===== src/rtl/uart_cmd_pkg.sv =====
// Shared definitions for the UART command master.
// Holds the command opcodes, the single-byte response codes and the
// controller state encoding used by uart_cmd_master.
package uart_cmd_pkg;

    // Command opcodes (first byte of every command)
    localparam logic [7:0] OP_REG_WR = 8'h57;  // 'W' idx D3 D2 D1 D0
    localparam logic [7:0] OP_REG_RD = 8'h52;  // 'R' idx
    localparam logic [7:0] OP_MEM_WR = 8'h4D;  // 'M' A1 A0 D3 D2 D1 D0
    localparam logic [7:0] OP_MEM_RD = 8'h6D;  // 'm' A1 A0

    // Single-byte responses
    localparam logic [7:0] RSP_ACK = 8'h4B;    // 'K' write accepted
    localparam logic [7:0] RSP_ERR = 8'h3F;    // '?' bad opcode or index

    typedef enum logic [2:0] {
        StIdle,
        StGetIdx,
        StGetAddr,
        StGetData,
        StExec,
        StMemWait,
        StSend
    } state_t;

    // True when the opcode carries a 4-byte data payload.
    function automatic logic op_has_data(input logic [7:0] op);
        return (op == OP_REG_WR) || (op == OP_MEM_WR);
    endfunction

endpackage


===== src/rtl/uart_cmd_timeout.sv =====
// Inter-byte timeout for the command parser.
// Ports:
//   clk, rst  - clock, asynchronous active-high reset
//   load      - reload the counter (a byte was accepted)
//   run       - parser is waiting for the next byte of a command
//   expire    - TIMEOUT_CYCLES idle cycles have already elapsed and this
//               cycle is idle too; the command must be abandoned
module uart_cmd_timeout #(
    parameter int unsigned TIMEOUT_CYCLES = 65535
) (
    input  logic clk,
    input  logic rst,
    input  logic load,
    input  logic run,
    output logic expire
);

    localparam int unsigned CW = (TIMEOUT_CYCLES > 1) ? $clog2(TIMEOUT_CYCLES + 1) : 1;
    localparam logic [CW-1:0] RELOAD = CW'(TIMEOUT_CYCLES);

    logic [CW-1:0] cnt_q;

    always_ff @(posedge clk or posedge rst) begin
        if (rst) begin
            cnt_q <= '0;
        end else if (load) begin
            cnt_q <= RELOAD;
        end else if (run && (cnt_q != '0)) begin
            cnt_q <= cnt_q - CW'(1);
        end
    end

    // A byte arriving in the same cycle always wins over expiry.
    assign expire = run && !load && (cnt_q == '0);

endmodule


===== src/rtl/uart_cmd_master.sv =====
// Byte-stream command master: parses commands arriving as UART bytes,
// writes two design registers or a 512-word remote memory, reads back a
// result register or memory word, and streams responses out.
// Ports:
//   clk, rst                     - clock, asynchronous active-high reset
//   rx_byte, rx_valid            - received byte with one-cycle strobe
//   tx_byte, tx_valid, tx_ready  - response byte stream (valid/ready)
//   in, in_valid_pulse           - register 0 data and write strobe
//   select, select_valid_pulse   - register 1 data and write strobe
//   result                       - design output register read by idx 0
//   remote_mem_addr/wdata/wr     - memory address, write data, write strobe
//   remote_mem_rdata             - memory read data (MEM_RD_LATENCY cycles)
//   cmd_err                      - one-cycle pulse on any protocol error
module uart_cmd_master
    import uart_cmd_pkg::*;
#(
    parameter int unsigned TIMEOUT_CYCLES = 65535,
    parameter int unsigned MEM_RD_LATENCY = 1
) (
    input  logic        clk,
    input  logic        rst,
    input  logic [7:0]  rx_byte,
    input  logic        rx_valid,
    output logic [7:0]  tx_byte,
    output logic        tx_valid,
    input  logic        tx_ready,
    output logic [31:0] in,
    output logic        in_valid_pulse,
    output logic [31:0] select,
    output logic        select_valid_pulse,
    input  logic [31:0] result,
    output logic [8:0]  remote_mem_addr,
    output logic [31:0] remote_mem_wdata,
    output logic        remote_mem_wr,
    input  logic [31:0] remote_mem_rdata,
    output logic        cmd_err
);

    localparam int unsigned WW = (MEM_RD_LATENCY > 1) ? $clog2(MEM_RD_LATENCY) : 1;
    localparam logic [WW-1:0] WAIT_LAST = WW'((MEM_RD_LATENCY > 0) ? MEM_RD_LATENCY - 1 : 0);

    state_t        state;
    logic [7:0]    opcode;
    logic [7:0]    idx;
    logic [31:0]   data_sr;   // payload collected MSB first
    logic [31:0]   resp_sr;   // remaining response bytes, next one in [31:24]
    logic [1:0]    byte_cnt;
    logic [1:0]    resp_cnt;  // bytes still to send after the current tx_byte
    logic [WW-1:0] wait_cnt;

    logic        in_get;
    logic        rx_accept;
    logic        expire;
    logic [31:0] word_next;

    assign in_get    = (state == StGetIdx) || (state == StGetAddr) || (state == StGetData);
    assign rx_accept = rx_valid && ((state == StIdle) || in_get);
    assign word_next = {data_sr[23:0], rx_byte};

    uart_cmd_timeout #(
        .TIMEOUT_CYCLES(TIMEOUT_CYCLES)
    ) u_timeout (
        .clk    (clk),
        .rst    (rst),
        .load   (rx_accept),
        .run    (in_get),
        .expire (expire)
    );

    always_ff @(posedge clk or posedge rst) begin
        if (rst) begin
            state              <= StIdle;
            opcode             <= '0;
            idx                <= '0;
            data_sr            <= '0;
            resp_sr            <= '0;
            byte_cnt           <= '0;
            resp_cnt           <= '0;
            wait_cnt           <= '0;
            tx_byte            <= '0;
            tx_valid           <= 1'b0;
            in                 <= '0;
            in_valid_pulse     <= 1'b0;
            select             <= '0;
            select_valid_pulse <= 1'b0;
            remote_mem_addr    <= '0;
            remote_mem_wdata   <= '0;
            remote_mem_wr      <= 1'b0;
            cmd_err            <= 1'b0;
        end else begin
            // Strobes are single-cycle unless re-asserted below.
            in_valid_pulse     <= 1'b0;
            select_valid_pulse <= 1'b0;
            remote_mem_wr      <= 1'b0;
            cmd_err            <= 1'b0;

            case (state)
                StIdle: begin
                    if (rx_valid) begin
                        opcode   <= rx_byte;
                        byte_cnt <= '0;
                        case (rx_byte)
                            OP_REG_WR, OP_REG_RD: state <= StGetIdx;
                            OP_MEM_WR, OP_MEM_RD: state <= StGetAddr;
                            default: begin
                                cmd_err  <= 1'b1;
                                tx_byte  <= RSP_ERR;
                                tx_valid <= 1'b1;
                                resp_cnt <= '0;
                                state    <= StSend;
                            end
                        endcase
                    end
                end

                StGetIdx: begin
                    if (expire) begin
                        cmd_err <= 1'b1;
                        state   <= StIdle;
                    end else if (rx_valid) begin
                        idx      <= rx_byte;
                        byte_cnt <= '0;
                        state    <= op_has_data(opcode) ? StGetData : StExec;
                    end
                end

                StGetAddr: begin
                    // Only address bits [8:0] are kept; the memory has 512 words.
                    if (expire) begin
                        cmd_err <= 1'b1;
                        state   <= StIdle;
                    end else if (rx_valid) begin
                        if (byte_cnt == 2'd0) begin
                            remote_mem_addr[8] <= rx_byte[0];
                            byte_cnt           <= 2'd1;
                        end else begin
                            remote_mem_addr[7:0] <= rx_byte;
                            byte_cnt             <= '0;
                            state                <= op_has_data(opcode) ? StGetData : StExec;
                        end
                    end
                end

                StGetData: begin
                    if (expire) begin
                        cmd_err <= 1'b1;
                        state   <= StIdle;
                    end else if (rx_valid) begin
                        data_sr  <= word_next;
                        byte_cnt <= byte_cnt + 2'd1;
                        if (byte_cnt == 2'd3) begin
                            // Strobes land in the EXEC cycle that follows.
                            state <= StExec;
                            if (opcode == OP_MEM_WR) begin
                                remote_mem_wdata <= word_next;
                                remote_mem_wr    <= 1'b1;
                            end else if (idx == 8'd0) begin
                                in             <= word_next;
                                in_valid_pulse <= 1'b1;
                            end else if (idx == 8'd1) begin
                                select             <= word_next;
                                select_valid_pulse <= 1'b1;
                            end else begin
                                cmd_err <= 1'b1;
                            end
                        end
                    end
                end

                StExec: begin
                    if (rx_valid) begin
                        cmd_err <= 1'b1;
                    end
                    case (opcode)
                        OP_REG_WR: begin
                            tx_byte  <= ((idx == 8'd0) || (idx == 8'd1)) ? RSP_ACK : RSP_ERR;
                            tx_valid <= 1'b1;
                            resp_cnt <= '0;
                            state    <= StSend;
                        end
                        OP_MEM_WR: begin
                            tx_byte  <= RSP_ACK;
                            tx_valid <= 1'b1;
                            resp_cnt <= '0;
                            state    <= StSend;
                        end
                        OP_REG_RD: begin
                            tx_valid <= 1'b1;
                            state    <= StSend;
                            if (idx == 8'd0) begin
                                tx_byte  <= result[31:24];
                                resp_sr  <= {result[23:0], 8'h00};
                                resp_cnt <= 2'd3;
                            end else begin
                                cmd_err  <= 1'b1;
                                tx_byte  <= RSP_ERR;
                                resp_cnt <= '0;
                            end
                        end
                        OP_MEM_RD: begin
                            wait_cnt <= '0;
                            state    <= StMemWait;
                        end
                        default: state <= StIdle;
                    endcase
                end

                StMemWait: begin
                    if (rx_valid) begin
                        cmd_err <= 1'b1;
                    end
                    if (wait_cnt == WAIT_LAST) begin
                        tx_byte  <= remote_mem_rdata[31:24];
                        resp_sr  <= {remote_mem_rdata[23:0], 8'h00};
                        resp_cnt <= 2'd3;
                        tx_valid <= 1'b1;
                        state    <= StSend;
                    end else begin
                        wait_cnt <= wait_cnt + WW'(1);
                    end
                end

                StSend: begin
                    if (rx_valid) begin
                        cmd_err <= 1'b1;
                    end
                    // tx_valid is always high here, so tx_ready alone completes a transfer.
                    if (tx_ready) begin
                        if (resp_cnt == 2'd0) begin
                            tx_valid <= 1'b0;
                            state    <= StIdle;
                        end else begin
                            tx_byte  <= resp_sr[31:24];
                            resp_sr  <= {resp_sr[23:0], 8'h00};
                            resp_cnt <= resp_cnt - 2'd1;
                        end
                    end
                end

                default: state <= StIdle;
            endcase
        end
    end

endmodule


===== config.mk =====
export PLATFORM = sky130hd
export DESIGN_NAME = uart_cmd_master
export DESIGN_NICKNAME = d
export VERILOG_FILES = /design/src/rtl/uart_cmd_pkg.sv /design/src/rtl/uart_cmd_timeout.sv /design/src/rtl/uart_cmd_master.sv
export SDC_FILE = /design/constraint.sdc
export NUM_CORES = 1
export LEC_CHECK = 0
export BUFFER_PORTS_ARGS = -buffer_cell sky130_fd_sc_hd__buf_2
export CORE_AREA = 2 2 114 144
export CTS_BUF_LIST = sky130_fd_sc_hd__clkbuf_16
export DETAILED_ROUTE_END_ITERATION = 16
export DIE_AREA = 0 0 116 146
export PLACE_DENSITY = 0.84
export SLEW_MARGIN = 20
export SYNTH_ARGS = -nofsm -noshare
export SYNTH_HDL_FRONTEND = slang
export SYNTH_SLANG_ARGS = --single-unit

===== constraint.sdc =====
create_clock -name clk -period 10.2 [get_ports clk]
set_input_delay 2.04 -clock clk [delete_from_list [all_inputs] [get_ports clk]]
set_output_delay 2.04 -clock clk [all_outputs]
set_load 0.01 [all_outputs]

==> results.sh <==
export IMPL_period_minus_slack_ns=5.017
export IMPL_worst_pin_slew_ns=1.036
export IMPL_n_fill_cell=1139
export IMPL_cts_root_buf="clkbuf_16"
export IMPL_yosys_area_top_type="dfrtp_1"
export IMPL_fp_dieH_um=146
export IMPL_ys_warnings_count=0
export IMPL_combPwrFrac_pct=25.7
export IMPL_drtAntennaViolNets=0
export IMPL_ys_seq_area_share_pct=56.87
export IMPL_grt_use_total_pct=25.12
export IMPL_critPathCaptureType="flop"
export IMPL_place_congestion=0.8886
export IMPL_syn_inst=753
export IMPL_start_kind="primary input"
export IMPL_worst_path_max_fanout=33
export IMPL_multi_input_area_um2=3707
export IMPL_cts_buffers=20
export IMPL_synth_cell_types=61
export IMPL_ios=194
export IMPL_synth_top_cell_area_share_pct=56.87
export IMPL_dpl_instance_area_um2=10180
export IMPL_antenna_found_initial=0
export IMPL_r2r_cells=5
export IMPL_dpl_hpwl_um=14180
export IMPL_fmax_mhz=199.3
export IMPL_r2r_end="remote_mem_wdata[10]"
export IMPL_setup_viol=0
export IMPL_rows=51
export IMPL_power_internal_mw=1.719
export IMPL_peakVddDrop_mv=0.1467
export IMPL_nNetsFinal=1020
export IMPL_cts_repair_resized=0
export IMPL_ys_ff_latch=205
export IMPL_synth_area_top_cells="dfrtp_1 57%, mux2_2 16%, nand2_1 5.9%, mux2_4 3.3%, a22oi_1 1.6%"
export IMPL_vias_per_cell=5.618
export IMPL_rrSetupSlack_ns=6.08
export IMPL_timing_final_crit_share_pct=49.19
export IMPL_dieArea_um2=16940
export IMPL_p_seq_share_pct=45.7
export IMPL_syn_area_um2=9021
export IMPL_final_max_slew_viol_count=0
export IMPL_drv_cap=0
export IMPL_rsz0062_at_grt="false"
export IMPL_port_buffers=193
export IMPL_cts_tree="done"
export IMPL_cp_arrival_ns=5.38
export IMPL_place_ws_ns=4.678
export IMPL_timing_final_ws_setup_ns=5.183
export IMPL_htreeDepth=1
export IMPL_async_flop_share_pct=100.0
export IMPL_grt_overflow=0
export IMPL_drtIter0Drc=455
export IMPL_synthFlopType="dfrtp_1"
export IMPL_seqCellArea_um2=5130
export IMPL_areaGrowthSynthToFinish_pct=19.94
export IMPL_diodes=0
export IMPL_worstSkewPairLatency_ns=0.49
export IMPL_p_sw_uw=798.6
export IMPL_clock_skew_ns=0.01427
export IMPL_power_density_nw_per_um2=232.7
export IMPL_cts_setup_buffers=0
export IMPL_layout_drive_gt1_share_pct=41.18
export IMPL_clockBufferDepth=3
export IMPL_p_leak_nw=5.585
export IMPL_die_w_um=116
export IMPL_coreArea_um2=15440
export IMPL_fin_util_pct=70.07
export IMPL_holdWs_ns=0.5000
export IMPL_status="finished, final reports clean"
export IMPL_grt_start_max_net_pins=124
export IMPL_syn_nets=834
export IMPL_totalNegativeSetupSlack_ns=0
export IMPL_synth_edff_count=0
export IMPL_cts_sinks=205
export IMPL_synth_avg_cell_area_um2=11.98
export IMPL_stdcell_count=1164
export IMPL_r2r_start="state[2]"
export IMPL_ctsHoldBuffers=0
export IMPL_endpoint="remote_mem_wdata[10]"
export IMPL_critPathKind="in -> reg"
export IMPL_design_area_um2=10820
export IMPL_wl_per_cell_um=18.22
export IMPL_grt_pass1_wl_um=33940
export IMPL_critPathLaunch="rx_valid"
export IMPL_drc=0
export IMPL_firstDrtPassIters=5
export IMPL_vias=6539
export IMPL_hold_path_class="reg -> reg"
export IMPL_clockPowerShare_pct=28.6
export IMPL_wl_um=21210
export IMPL_dp_cells=1129
export IMPL_p_total_mw=2.518
export IMPL_start_util_pct=58.42
export IMPL_slew_headroom_pct=30.68
export IMPL_grt_pass1_vias=6542
export IMPL_hold_viol=0
export IMPL_worstPathRequired_ns=10.57
export IMPL_clk_pin_slew_ns=0.06
export IMPL_switching_share_pct=31.72
[per-layer routing]
| metal | vias up | share of wire [%] | global-route usage [%] |
|---|---|---|---|
| li1 | 2995 | - | - |
| met1 | 3301 | 39 | 32.43 |
| met2 | 201 | 52 | 43.13 |
| met3 | 42 | 5.6 | 4.207 |
| met4 | 0 | 2.8 | 7.976 |
| met5 | - | 0 | 0 |
[how the worst min path moves through the flow]
stage,endpoint,from,cells after the start,slack (ns)
final,tx_byte[3],tx_byte[3],1,0.50
after global routing,remote_mem_wdata[23],remote_mem_wdata[23],1,0.51
after CTS,tx_byte[3],tx_byte[3],1,0.50
after detailed placement,tx_byte[6],tx_byte[6],1,0.49
after global placement,tx_byte[6],tx_byte[6],1,0.48
after floorplan,u_timeout.cnt_q[4],u_timeout.cnt_q[4],2,0.47
[cells by family after synthesis]
kind of cell	count (synthesis)	synth area share (%)
fa+ha+maj	6	0.8044
compound gates	82	6.339
buf+inv	50	2.510
flops	205	56.87
xor+xnor	14	1.359
simple gates	242	12.12
mux	154	20.00
[power by group through the flow]
stage               sequential [mW]  combinational (mW)  clock [mW]
floorplan                      1.10               0.503           0
global route                   1.17               0.717       0.763
finish                         1.15               0.646       0.720
global placement               1.15               0.623           0
detailed placement             1.16               0.642           0
CTS                            1.15               0.647       0.733
[synthesized netlist by cell type, types with 2 or more instances]
master / number
a21oi_1: 13
buf_2: 13
nand2b_1: 7
o21ai_0: 15
o2bb2ai_1: 2
nand3b_1: 2
nor4_1: 5
xnor2_1: 8
mux2_2: 130
xor2_1: 6
a22o_1: 10
a22oi_1: 19
and4b_1: 2
nand2_1: 141
nor2b_1: 3
nor2_1: 34
ha_1: 5
or3_1: 3
nand3_1: 13
o31ai_1: 2
inv_1: 14
mux2_4: 20
o221ai_1: 3
buf_6: 3
o22ai_1: 3
dfrtp_1: 205
mux2i_1: 4
nor3b_1: 4
nor3_1: 13
clkbuf_1: 19
nor4_2: 2
[sequential cells by signal (all words and copies together), names as in the netlist]
name / flops
idx: 8
remote_mem_addr: 9
tx_byte: 8
select_valid_pulse: 1
remote_mem_wr: 1
remote_mem_wdata: 32
tx_valid: 1
opcode: 8
select: 32
resp_cnt: 2
resp_sr: 24
u_timeout.cnt_q: 16
data_sr: 24
in: 32
in_valid_pulse: 1
byte_cnt: 2
state: 3
cmd_err: 1
[critical path, stage by stage]
cell      delay, ns
buf_2          0.15
nand2b_1       0.51
nor2_2         0.96
nand2_1        0.42
nor2_4         0.86
mux2_2         0.43
[final cells by class]
| cell class | count | area share, % |
|---|---|---|
| clock buffer | 21 | 4.857 |
| clock inverter | 14 | 1.018 |
| inverter | 14 | 0.5550 |
| multi-input combinational | 498 | 34.26 |
| sequential | 205 | 47.41 |
| tap | 212 | 2.451 |
| timing repair buffer | 200 | 9.447 |
[cells in the final DEF (no fill, tap or decap), drive strengths merged, types with 3 or more instances in the layout]
cell / instances
xnor2: 8
nor3b: 4
a21oi: 14
a22oi: 19
nand2: 141
dfrtp: 205
mux2i: 4
buf: 200
nor2: 34
xor2: 6
nor2b: 3
o22ai: 3
or3: 4
inv: 17
nand3: 13
nor4: 7
a22o: 10
nor3: 13
nand2b: 7
clkinv: 9
o21ai: 17
clkbuf: 21
mux2: 150
ha: 5
o221ai: 3
Note: power is estimated with default switching activity, not from simulation.
